### config.mk
export PLATFORM = sky130hd
export DESIGN_NAME = keypad_emulator
export DESIGN_NICKNAME = d
export VERILOG_FILES = /design/src/rtl/keypad_pkg.sv /design/src/rtl/kp_req_fifo.sv /design/src/rtl/keypad_emulator.sv
export SDC_FILE = /design/constraint.sdc
export NUM_CORES = 1
export LEC_CHECK = 0
export ABC_AREA = 0
export CORE_ASPECT_RATIO = 1.5
export CORE_UTILIZATION = 52
export DETAILED_ROUTE_END_ITERATION = 7
export PLACE_DENSITY = 0.74
export SYNTH_ARGS = -nofsm -noshare
export SYNTH_HDL_FRONTEND = slang
export SYNTH_SLANG_ARGS = --single-unit
### constraint.sdc
create_clock -name clk_100MHz -period 2.15 [get_ports clk_100MHz]
set_input_delay 0.215 -clock clk_100MHz [delete_from_list [all_inputs] [get_ports clk_100MHz]]
set_output_delay 0.215 -clock clk_100MHz [all_outputs]
set_load 0.03 [all_outputs]
### src/rtl/keypad_pkg.sv
// Shared keypad definitions: column/row strobe patterns, key-to-position lookup and FSM states.
package keypad_pkg;

    typedef enum logic [1:0] {IDLE, PRESS, RELEASE} kp_state_e;

    localparam logic [3:0] COL_PAT [4] = '{4'b0111, 4'b1011, 4'b1101, 4'b1110};
    localparam logic [3:0] ROW_PAT [4] = '{4'b0111, 4'b1011, 4'b1101, 4'b1110};

    // {col_idx, row_idx} for key codes 0x0..0xF
    localparam logic [3:0] KEY_POS [16] = '{
        4'b0011, 4'b0000, 4'b0100, 4'b1000, 4'b0001, 4'b0101, 4'b1001, 4'b0010,
        4'b0110, 4'b1010, 4'b1100, 4'b1101, 4'b1110, 4'b1111, 4'b1011, 4'b0111
    };

    function automatic logic [5:0] key_to_colrow(input logic [3:0] key);
        logic [3:0] pos;
        pos = KEY_POS[key];
        return {pos[3:2], ROW_PAT[pos[1:0]]};
    endfunction

endpackage

### src/rtl/kp_req_fifo.sv
// Key request queue: DEPTH x WIDTH synchronous FIFO, async reset, full/empty flags.
module kp_req_fifo #(
    parameter int unsigned DEPTH = 4,
    parameter int unsigned WIDTH = 4
) (
    input  logic             clk,
    input  logic             rst,
    input  logic             push,
    input  logic             pop,
    input  logic [WIDTH-1:0] din,
    output logic [WIDTH-1:0] dout,
    output logic             full,
    output logic             empty
);
    localparam int unsigned AW = $clog2(DEPTH);

    logic [AW:0]      wr_q, wr_d, rd_q, rd_d;
    logic [WIDTH-1:0] mem_q [DEPTH];
    logic             push_ok, pop_ok;

    assign empty   = (wr_q == rd_q);
    assign full    = (wr_q[AW] != rd_q[AW]) && (wr_q[AW-1:0] == rd_q[AW-1:0]);
    // A full queue refuses pushes even when a pop happens in the same cycle
    assign push_ok = push && !full;
    assign pop_ok  = pop && !empty;
    assign dout    = mem_q[rd_q[AW-1:0]];

    always_comb begin
        wr_d = wr_q;
        rd_d = rd_q;
        if (push_ok) wr_d = wr_q + (AW+1)'(1);
        if (pop_ok)  rd_d = rd_q + (AW+1)'(1);
    end

    always_ff @(posedge clk or posedge rst) begin
        if (rst) begin
            wr_q <= '0;
            rd_q <= '0;
        end else begin
            wr_q <= wr_d;
            rd_q <= rd_d;
        end
    end

    always_ff @(posedge clk) begin
        if (push_ok) mem_q[wr_q[AW-1:0]] <= din;
    end

endmodule

### src/rtl/keypad_emulator.sv
// Virtual 4x4 keypad: plays queued key presses onto the row lines in answer to column strobes.
// Define KEYPAD_EMU_BOUNCE_EN to add contact chatter at the start of each press and release.
module keypad_emulator
    import keypad_pkg::*;
#(
    parameter int unsigned HOLD_CYCLES    = 500_000,
    parameter int unsigned RELEASE_CYCLES = 500_000,
    parameter int unsigned FIFO_DEPTH     = 4,
    parameter int unsigned BOUNCE_CYCLES  = 2_000,
    parameter int unsigned BOUNCE_PERIOD  = 250
) (
    input  logic       clk_100MHz,
    input  logic       rst,
    input  logic [3:0] col,
    output logic [3:0] row,
    input  logic       req_valid,
    input  logic [3:0] req_key,
    output logic       req_ready,
    output logic       busy,
    output logic       key_active,
    output logic [3:0] pressed_key,
    output logic       done
);
    localparam int unsigned CNT_MAX = (HOLD_CYCLES > RELEASE_CYCLES) ? HOLD_CYCLES : RELEASE_CYCLES;
    localparam int unsigned CNT_W   = $clog2(CNT_MAX + 1);

    kp_state_e        state_q, state_d;
    logic [CNT_W-1:0] cnt_q, cnt_d;
    logic [3:0]       key_q, key_d, row_q, row_d, row_pat, fifo_dout;
    logic             key_active_q, key_active_d, done_q, done_d;
    logic             fifo_full, fifo_empty, pop, drive, col_hit;
    logic [1:0]       col_idx;

    kp_req_fifo #(.DEPTH(FIFO_DEPTH), .WIDTH(4)) u_fifo (
        .clk   (clk_100MHz),
        .rst   (rst),
        .push  (req_valid),
        .pop   (pop),
        .din   (req_key),
        .dout  (fifo_dout),
        .full  (fifo_full),
        .empty (fifo_empty)
    );

`ifdef KEYPAD_EMU_BOUNCE_EN
    localparam int unsigned WIN_W = (BOUNCE_CYCLES > 1) ? $clog2(BOUNCE_CYCLES) : 1;
    localparam int unsigned PER_W = (BOUNCE_PERIOD > 1) ? $clog2(BOUNCE_PERIOD) : 1;

    logic [WIN_W-1:0] win_q, win_d;
    logic [PER_W-1:0] per_q, per_d;
    logic             act_q, act_d, ph_q, ph_d;
`else
    logic unused_bounce;
    assign unused_bounce = ^{BOUNCE_CYCLES[0], BOUNCE_PERIOD[0]};
`endif

    always_comb begin
        state_d = state_q;
        cnt_d   = cnt_q;
        key_d   = key_q;
        done_d  = 1'b0;
        pop     = 1'b0;
        unique case (state_q)
            IDLE: if (!fifo_empty) begin
                pop     = 1'b1;
                key_d   = fifo_dout;
                state_d = PRESS;
                cnt_d   = CNT_W'(HOLD_CYCLES - 1);
            end
            PRESS: if (cnt_q == '0) begin
                state_d = RELEASE;
                cnt_d   = CNT_W'(RELEASE_CYCLES - 1);
            end else begin
                cnt_d = cnt_q - CNT_W'(1);
            end
            RELEASE: if (cnt_q == '0) begin
                state_d = IDLE;
                done_d  = 1'b1;
            end else begin
                cnt_d = cnt_q - CNT_W'(1);
            end
            default: state_d = IDLE;
        endcase
        key_active_d = (state_d == PRESS);

`ifdef KEYPAD_EMU_BOUNCE_EN
        win_d = win_q;
        per_d = per_q;
        act_d = act_q;
        ph_d  = ph_q;
        if (state_d != state_q && state_d != IDLE) begin
            // Chatter begins released on press entry and pressed on release entry
            win_d = WIN_W'(BOUNCE_CYCLES - 1);
            per_d = PER_W'(BOUNCE_PERIOD - 1);
            act_d = (BOUNCE_CYCLES != 0);
            ph_d  = (state_d == RELEASE);
        end else if (act_q) begin
            act_d = (win_q != '0);
            win_d = win_q - WIN_W'(1);
            if (per_q == '0) begin
                per_d = PER_W'(BOUNCE_PERIOD - 1);
                ph_d  = ~ph_q;
            end else begin
                per_d = per_q - PER_W'(1);
            end
        end
        drive = (state_d != IDLE) && (act_d ? ph_d : (state_d == PRESS));
`else
        drive = (state_d == PRESS);
`endif

        // Row is computed from next-cycle state so it lines up with key_active
        {col_idx, row_pat} = key_to_colrow(key_d);
        col_hit = ~&(col | COL_PAT[col_idx]);
        row_d   = (drive && col_hit) ? row_pat : '1;
    end

    always_ff @(posedge clk_100MHz or posedge rst) begin
        if (rst) begin
            state_q      <= IDLE;
            cnt_q        <= '0;
            key_q        <= '0;
            key_active_q <= 1'b0;
            done_q       <= 1'b0;
            row_q        <= '1;
`ifdef KEYPAD_EMU_BOUNCE_EN
            win_q        <= '0;
            per_q        <= '0;
            act_q        <= 1'b0;
            ph_q         <= 1'b0;
`endif
        end else begin
            state_q      <= state_d;
            cnt_q        <= cnt_d;
            key_q        <= key_d;
            key_active_q <= key_active_d;
            done_q       <= done_d;
            row_q        <= row_d;
`ifdef KEYPAD_EMU_BOUNCE_EN
            win_q        <= win_d;
            per_q        <= per_d;
            act_q        <= act_d;
            ph_q         <= ph_d;
`endif
        end
    end

    assign row         = row_q;
    assign key_active  = key_active_q;
    assign pressed_key = key_q;
    assign done        = done_q;
    assign req_ready   = !fifo_full;
    assign busy        = !fifo_empty || (state_q != IDLE);

endmodule

# Word-level counts from Yosys, hierarchy flattened
# Memories as Yosys holds them, arrays and structs flattened.
# Cells that the tools add are included.
dict set report classes {
  addsub 3
  n_lt_le_gt_ge 3
  n_eq_ne 8
  muxes 25
  bitwise_logic 4
  reduce_logical 14
}
# operator n
set ops {}
lappend ops {{two-way mux 19 bit} 3}
lappend ops {{one-hot mux 19 bit (3 select lines)} 1}
lappend ops {{two-way mux 4 bit} 9}
lappend ops {{zero test 19 bit} 1}
lappend ops {{subtractor 19 x 1 -> 19 bit (second input constant)} 1}
lappend ops {{binary-select mux 4 bit (select 2 bit)} 2}
lappend ops {{adder 3 x 1 -> 3 bit (second input constant)} 2}
lappend ops {{greater-or-equal comparator 3 bit (second input constant)} 2}
lappend ops {{two-way mux 1 bit} 6}
lappend ops {{two-way mux 2 bit} 3}
lappend ops {{inverter 2 -> 3 bit} 2}
lappend ops {{one-hot mux 2 bit (3 select lines)} 1}
lappend ops {{greater-or-equal comparator 5 bit (second input constant)} 1}
lappend ops {{inverter 4 -> 5 bit} 1}
lappend ops {{== test 2 x 1 -> 1 bit (second input constant)} 2}
lappend ops {{logical AND 1 bit} 4}
lappend ops {{!= test 2 bit (second input constant)} 2}
lappend ops {{bitwise OR 4 bit} 1}
lappend ops {{AND reduction 4 bit} 1}
lappend ops {{== test 3 bit} 1}
lappend ops {{zero test 1 bit} 3}
lappend ops {{AND reduction 3 bit} 1}
lappend ops {{nonzero test 3 bit} 1}
lappend ops {{== test 2 bit} 1}
lappend ops {{5 further kinds} 5}
dict set report word_totals {
  regBits 37
  mem_bits_rw 16
  mem_bits_ro 64
  in_bits 11
  out_inout_bits 12
  memories 2
}
# memory words width rd rd_ports_with_merged_regs wr line
set memory_table {}
lappend memory_table {{(name not given)} 16 4 1 0 0 keypad_pkg.sv:17} ;# pos = KEY_POS[key];
lappend memory_table {u_fifo.mem_q 4 4 1 0 1 kp_req_fifo.sv:18} ;# logic [WIDTH-1:0] mem_q [DEPTH];

# Depth between registers and ports, before layout
dict set report logic_depth {
  depth_word 16
  depth_mapped 10
  mapped_depth_nobuf 9
}

# By module
# Synthesis repeated with hierarchy kept, for this count alone.
dict set report hier_totals {
  hier_cells 290
  hier_area_um2 3100.5
}
# module instances cells_per_inst area_per_inst_um2 seq_area_each_um2
set by_module_without_submodules {}
lappend by_module_without_submodules {keypad_emulator 1 219 2010.7 780.7}
lappend by_module_without_submodules {kp_req_fifo 1 71 1089.8 630.6}

# Worst setup path after synthesis
# OpenSTA, ideal clock, no wires.
dict set report synth_timing {
  path_type {reg2reg}
  startpoint {register u_fifo.rd_q[1]}
  endpoint {register row_q[3] (netlist: row[3])}
  setup_ns 0.097
  t_arrival_ns 2.244
  t_required_ns 2.053
  slack_ns -0.191
  stages_incl_launch_ff 10
  path_buffers 1
  period_less_slack_ns 2.341
  cell_sequence {dfrtp_1 buf_6 xor2_4 o31ai_4 mux2i_1 inv_1 nor3_4 nor3b_1 o32ai_2 nand4b_1}
}
dict set report synth_via {
  elab_chain_cells 16
  word_cells_on_any_way 24
}
# item line
set synth_lines {}
lappend synth_lines {{start, declared} kp_req_fifo.sv:17} ;# logic [AW:0] wr_q, wr_d, rd_q, rd_d;
lappend synth_lines {{start signal, assigned} kp_req_fifo.sv:41} ;# rd_q <= rd_d;
lappend synth_lines {{memory read (4 x 4 bit) or == test 3 bit (tied branches)} --}
lappend synth_lines {{two-way mux 4 bit *} keypad_emulator.sv:64} ;# IDLE: if (!fifo_empty) begin
lappend synth_lines {{two-way mux 4 bit *} keypad_emulator.sv:63} ;# unique case (state_q)
lappend synth_lines {{named net key_d[0]} keypad_emulator.sv:29} ;# logic [3:0] key_q, key_d, row_q, row_d, row_pat, fifo_dout;
lappend synth_lines {{inverter 4 -> 5 bit (implied by the code) *} keypad_pkg.sv:17}
lappend synth_lines {{memory read (16 x 4 bit) *} --}
lappend synth_lines {{two-way mux 4 bit (implied by the code) * (2 in series)} keypad_pkg.sv:17}
lappend synth_lines {{inverter 2 -> 3 bit (implied by the code)} keypad_emulator.sv:114} ;# col_hit = ~&(col | COL_PAT[col_idx]);
lappend synth_lines {{binary-select mux 4 bit (select 2 bit)} keypad_emulator.sv:114}
lappend synth_lines {{two-way mux 4 bit (implied by the code) (2 in series)} keypad_emulator.sv:114}
lappend synth_lines {{bitwise OR 4 bit} keypad_emulator.sv:114}
lappend synth_lines {{AND reduction 4 bit} keypad_emulator.sv:114}
lappend synth_lines {{zero test 1 bit} keypad_emulator.sv:114}
lappend synth_lines {{logical AND 1 bit} keypad_emulator.sv:115} ;# row_d = (drive && col_hit) ? row_pat : '1;
lappend synth_lines {{two-way mux 4 bit *} keypad_emulator.sv:115}
lappend synth_lines {{named net row_d[3]} keypad_emulator.sv:29}
lappend synth_lines {{end signal, assigned} keypad_emulator.sv:138} ;# row_q <= row_d;
lappend synth_lines {{end, declared} keypad_emulator.sv:29}
# The timed path passes the listed nets; every way through them passes the cells marked *. The select of a mux whose other input is x is not followed.
# A chain may end at the register's enable or synchronous reset.

# Worst setup path after layout
dict set report layout_timing {
  startpoint {register u_fifo.rd_q[0]}
  endpoint {register row_q[3] (netlist: row[3])}
}
dict set report layout_via {
  elab_chain_cells 16
  word_cells_on_any_way 24
}
# item line
set layout_lines {}
lappend layout_lines {{memory read (4 x 4 bit) or == test 3 bit (tied branches)} --}
lappend layout_lines {{two-way mux 4 bit} keypad_emulator.sv:64}
lappend layout_lines {{two-way mux 4 bit} keypad_emulator.sv:63}
lappend layout_lines {{inverter 4 -> 5 bit (implied by the code)} keypad_pkg.sv:17}
lappend layout_lines {{memory read (16 x 4 bit)} --}
lappend layout_lines {{two-way mux 4 bit (implied by the code) (2 in series)} keypad_pkg.sv:17}
lappend layout_lines {{inverter 2 -> 3 bit (implied by the code)} keypad_emulator.sv:114}
lappend layout_lines {{binary-select mux 4 bit (select 2 bit)} keypad_emulator.sv:114}
lappend layout_lines {{two-way mux 4 bit (implied by the code) (2 in series)} keypad_emulator.sv:114}
lappend layout_lines {{bitwise OR 4 bit} keypad_emulator.sv:114}
lappend layout_lines {{AND reduction 4 bit} keypad_emulator.sv:114}
lappend layout_lines {{zero test 1 bit} keypad_emulator.sv:114}
lappend layout_lines {{logical AND 1 bit} keypad_emulator.sv:115}
lappend layout_lines {{two-way mux 4 bit *} keypad_emulator.sv:115}
lappend layout_lines {{named net row_d[3]} keypad_emulator.sv:29}
# Marks and branches as above.

==> results.json <==
{
  "dr.pass1.iters": 4,
  "via_count": 2288,
  "stdcell_area_um2": 3820,
  "nets": 368,
  "start_util": 0.537,
  "routabilityCongestion": 0.804,
  "pre_cts_ws_ns": -0.406,
  "hold_class": "in2async",
  "viasPerCell": 5.49,
  "ys_seq_area_frac": 0.486,
  "rsz0062_at_grt": "yes",
  "die_y_um": 93.5,
  "worst_pin_slew_ns": 0.629,
  "critical_path_class": "reg2reg",
  "r2r-end": "row[3]$_DFF_PP1_",
  "synth_fp_nets": 294,
  "max_freq_mhz": 421,
  "hold_slack_ns": 0.312,
  "cp-start-kind": "flop",
  "root_buffer": "clkbuf_8",
  "grt_pass1_wl_um": 10300,
  "ys_ff_latch": 53,
  "ys_async_sr_fraction": 0.698,
  "yosysUniqueCellTypes": 55,
  "yosysWarnings": 0,
  "avgRoutedWirePerCell_um": 15.1,
  "maxSlewHeadroom": 0.578,
  "antenna_found_initial": 0,
  "dp_hpwl_um": 4520,
  "reg2reg_slack_ns": -0.22,
  "path_cells": "buf_12 > xor2_4 > o31ai_4 > buf_12 > mux2i_4 > buf_4 > o2bb2ai_4 > nor3b_2 > o32ai_4 > nand4b_1",
  "cts_buffers": 5,
  "slew_viol_final": 0,
  "die_w_um": 63.0,
  "placed_area_um2": 3570,
  "p_leak_nw": 1.58,
  "grt_usage": 0.227,
  "finalHoldViolCount": 0,
  "grt.overflow.total": 0,
  "power_density_nw_per_um2": 580,
  "final_common_cell": "buf_4",
  "synth_edf_count": 16,
  "critPathCaptureType": "flop",
  "avgSynthCellArea_um2": 10.7,
  "clock_sinks": 53,
  "finalClockSkew_ns": 0.0148,
  "row_count": 33,
  "crit_buf_inv": 3,
  "clk-insertion-delay-late_ns": 0.31,
  "synthCells": 272,
  "die_area_um2": 5890,
  "cp_common_cell": "buf_12",
  "layout_common_cells": "buf_4, dfrtp_1, nor2_1",
  "path_clk_slew_ns": 0.10,
  "drt_iter0_drc": 93,
  "coreArea_um2": 5410,
  "min_period_ns": 2.37,
  "grt_pass1_vias": 2307,
  "cts_buffer_depth": 2,
  "violations": "setup timing",
  "syn-cell-area_um2": 2900,
  "syn_to_final_growth_pct": 31.6,
  "cap_violations": 0,
  "htree_levels": 2,
  "fin_ws_ns": -0.224,
  "r2r_start": "u_fifo.rd_q[0]$_DFFE_PP0P_",
  "cts_tree": "yes",
  "drc_errors": 0,
  "grt_max_degree": 38,
  "fin_crit_sh": 1.10,
  "critical-path-slowest-cell": "dfrtp_2",
  "io_buffer_count": 22,
  "wl_um": 6280,
  "reg2reg_depth": 10,
  "required_ns": 2.38,
  "drive_gt1_frac": 0.280,
  "yosys_most_used_dff": "dfrtp_1",
  "finalSetupViolCount": 4,
  "antenna_cells": 0,
  "ioPinCount": 23,
  "status": "finished with violations",
  "cp_data_arrival_time_ns": 2.60,
  "cp_max_fo": 7,
  "p_total_mw": 2.22,
  "cp_top_family": "compound AO/OA/AOI/OAI gates",
  "cp_slowest_stage_delay_ns": 0.47,
  "ant_nets": 0,
  "peakVddDrop_mv": 0.414
}
what timing repair did:
action                     4_1_cts  5_1_grt
pin swaps                        9        3
resized for setup               17       13
buffers inserted                 3        4
setup endpoints to repair       17       14
hold buffers                     0        0
synthesized netlist by cell type, drive strengths merged, types with 2 or more instances:
cell type / number / area share
dfrtp: 33 / 0.28
nor2: 31 / 0.040
inv: 21 / 0.027
nand2: 20 / 0.026
edfxtp: 16 / 0.17
o21ai: 16 / 0.029
a21oi: 12 / 0.021
ha: 11 / 0.047
nor3: 8 / 0.018
xnor2: 8 / 0.024
xor2: 8 / 0.031
mux2i: 6 / 0.021
nand3: 6 / 0.010
o21a: 5 / 0.013
and3: 4 / 0.0086
buf: 4 / 0.015
dfstp: 4 / 0.036
mux4: 4 / 0.034
nand4: 4 / 0.0086
nor4: 4 / 0.011
o22a: 4 / 0.012
a22o: 3 / 0.0091
a31oi: 3 / 0.0065
clkbuf: 3 / 0.0039
nand3b: 3 / 0.0078
or3: 3 / 0.0065
a211oi: 2 / 0.0052
a21o: 2 / 0.0052
and2: 2 / 0.0043
mux2: 2 / 0.0078
nand2b: 2 / 0.0043
o31ai: 2 / 0.0099
o41ai: 2 / 0.0060
logic make-up (layout without fill, tap and decap cells):
family,Yosys count,after routing,share of synthesized area
AO/OA/AOI/OAI,58,58,0.141
XOR/XNOR,16,16,0.0547
adder cells (fa/ha/maj),11,11,0.0474
buffers and inverters,28,103,0.0457
flip-flops,53,53,0.486
multiplexers,12,12,0.0621
AND/OR/NAND/NOR,94,94,0.163
through the flow:
stage | util | TNS, ns | std cells
6_report | 0.706 | -0.827 | 417
2_1_floorplan | - | -0.488 | 272
5_1_grt | 0.706 | -1.31 | 417
3_3_place_gp | 0.660 | -1.94 | 402
4_1_cts | 0.691 | -0.614 | 413
3_5_place_dp | 0.660 | -2.38 | 402
worst max path at each step:
stage | startpoint | endpoint | slack [ns] | cells past startpoint
after detailed placement | u_fifo.rd_q[0]$_DFFE_PP0P_ | row[3]$_DFF_PP1_ | -0.41 | 8
after global placement | u_fifo.rd_q[0]$_DFFE_PP0P_ | row[3]$_DFF_PP1_ | -0.28 | 8
after floorplan | u_fifo.rd_q[0]$_DFFE_PP0P_ | row[3]$_DFF_PP1_ | -0.13 | 9
final | u_fifo.rd_q[0]$_DFFE_PP0P_ | row[3]$_DFF_PP1_ | -0.22 | 10
after global routing | u_fifo.rd_q[0]$_DFFE_PP0P_ | row[0]$_DFF_PP1_ | -0.34 | 9
after CTS | u_fifo.rd_q[0]$_DFFE_PP0P_ | row[3]$_DFF_PP1_ | -0.18 | 8
layer usage:
metal  wire, µm  part of all wire  global-route usage
met5          0                 0                   0
met4        158             0.025              0.0930
met2       3610              0.57               0.447
met1       2390              0.38               0.234
met3        129             0.021              0.0305
registers in the layout, summed over array words and instances (netlist names):
register      count
done              1
u_fifo.mem_q     16
cnt_q            19
pressed_key       4
key_active        1
u_fifo.rd_q       3
u_fifo.wr_q       3
row               4
state_q           2
final cells by class:
| class | count | area, µm² |
|---|---|---|
| clock buffers | 6 | 72.6 |
| clock inverters | 2 | 15.0 |
| fillers | 399 | 1590 |
| inverters | 21 | 78.8 |
| multi-input cells | 191 | 1500 |
| flip-flops and latches | 53 | 1410 |
| well taps | 70 | 87.6 |
| repair buffers | 74 | 647 |
worst register-to-register path: stages (launching register included):
cell and delay [ns]:
dfrtp_2 0.47, buf_12 0.15, xor2_4 0.15, o31ai_4 0.24, buf_12 0.18, mux2i_4 0.27
buf_4 0.16, o2bb2ai_4 0.14, nor3b_2 0.09, o32ai_4 0.32, nand4b_1 0.13
report_power, final:
part           total [mW]  internal (mW)  switching (mW)
logic               0.464          0.219           0.246
clock network       0.557          0.230           0.327
registers            1.19           1.14          0.0589
Power figures use the tool's default switching activity.
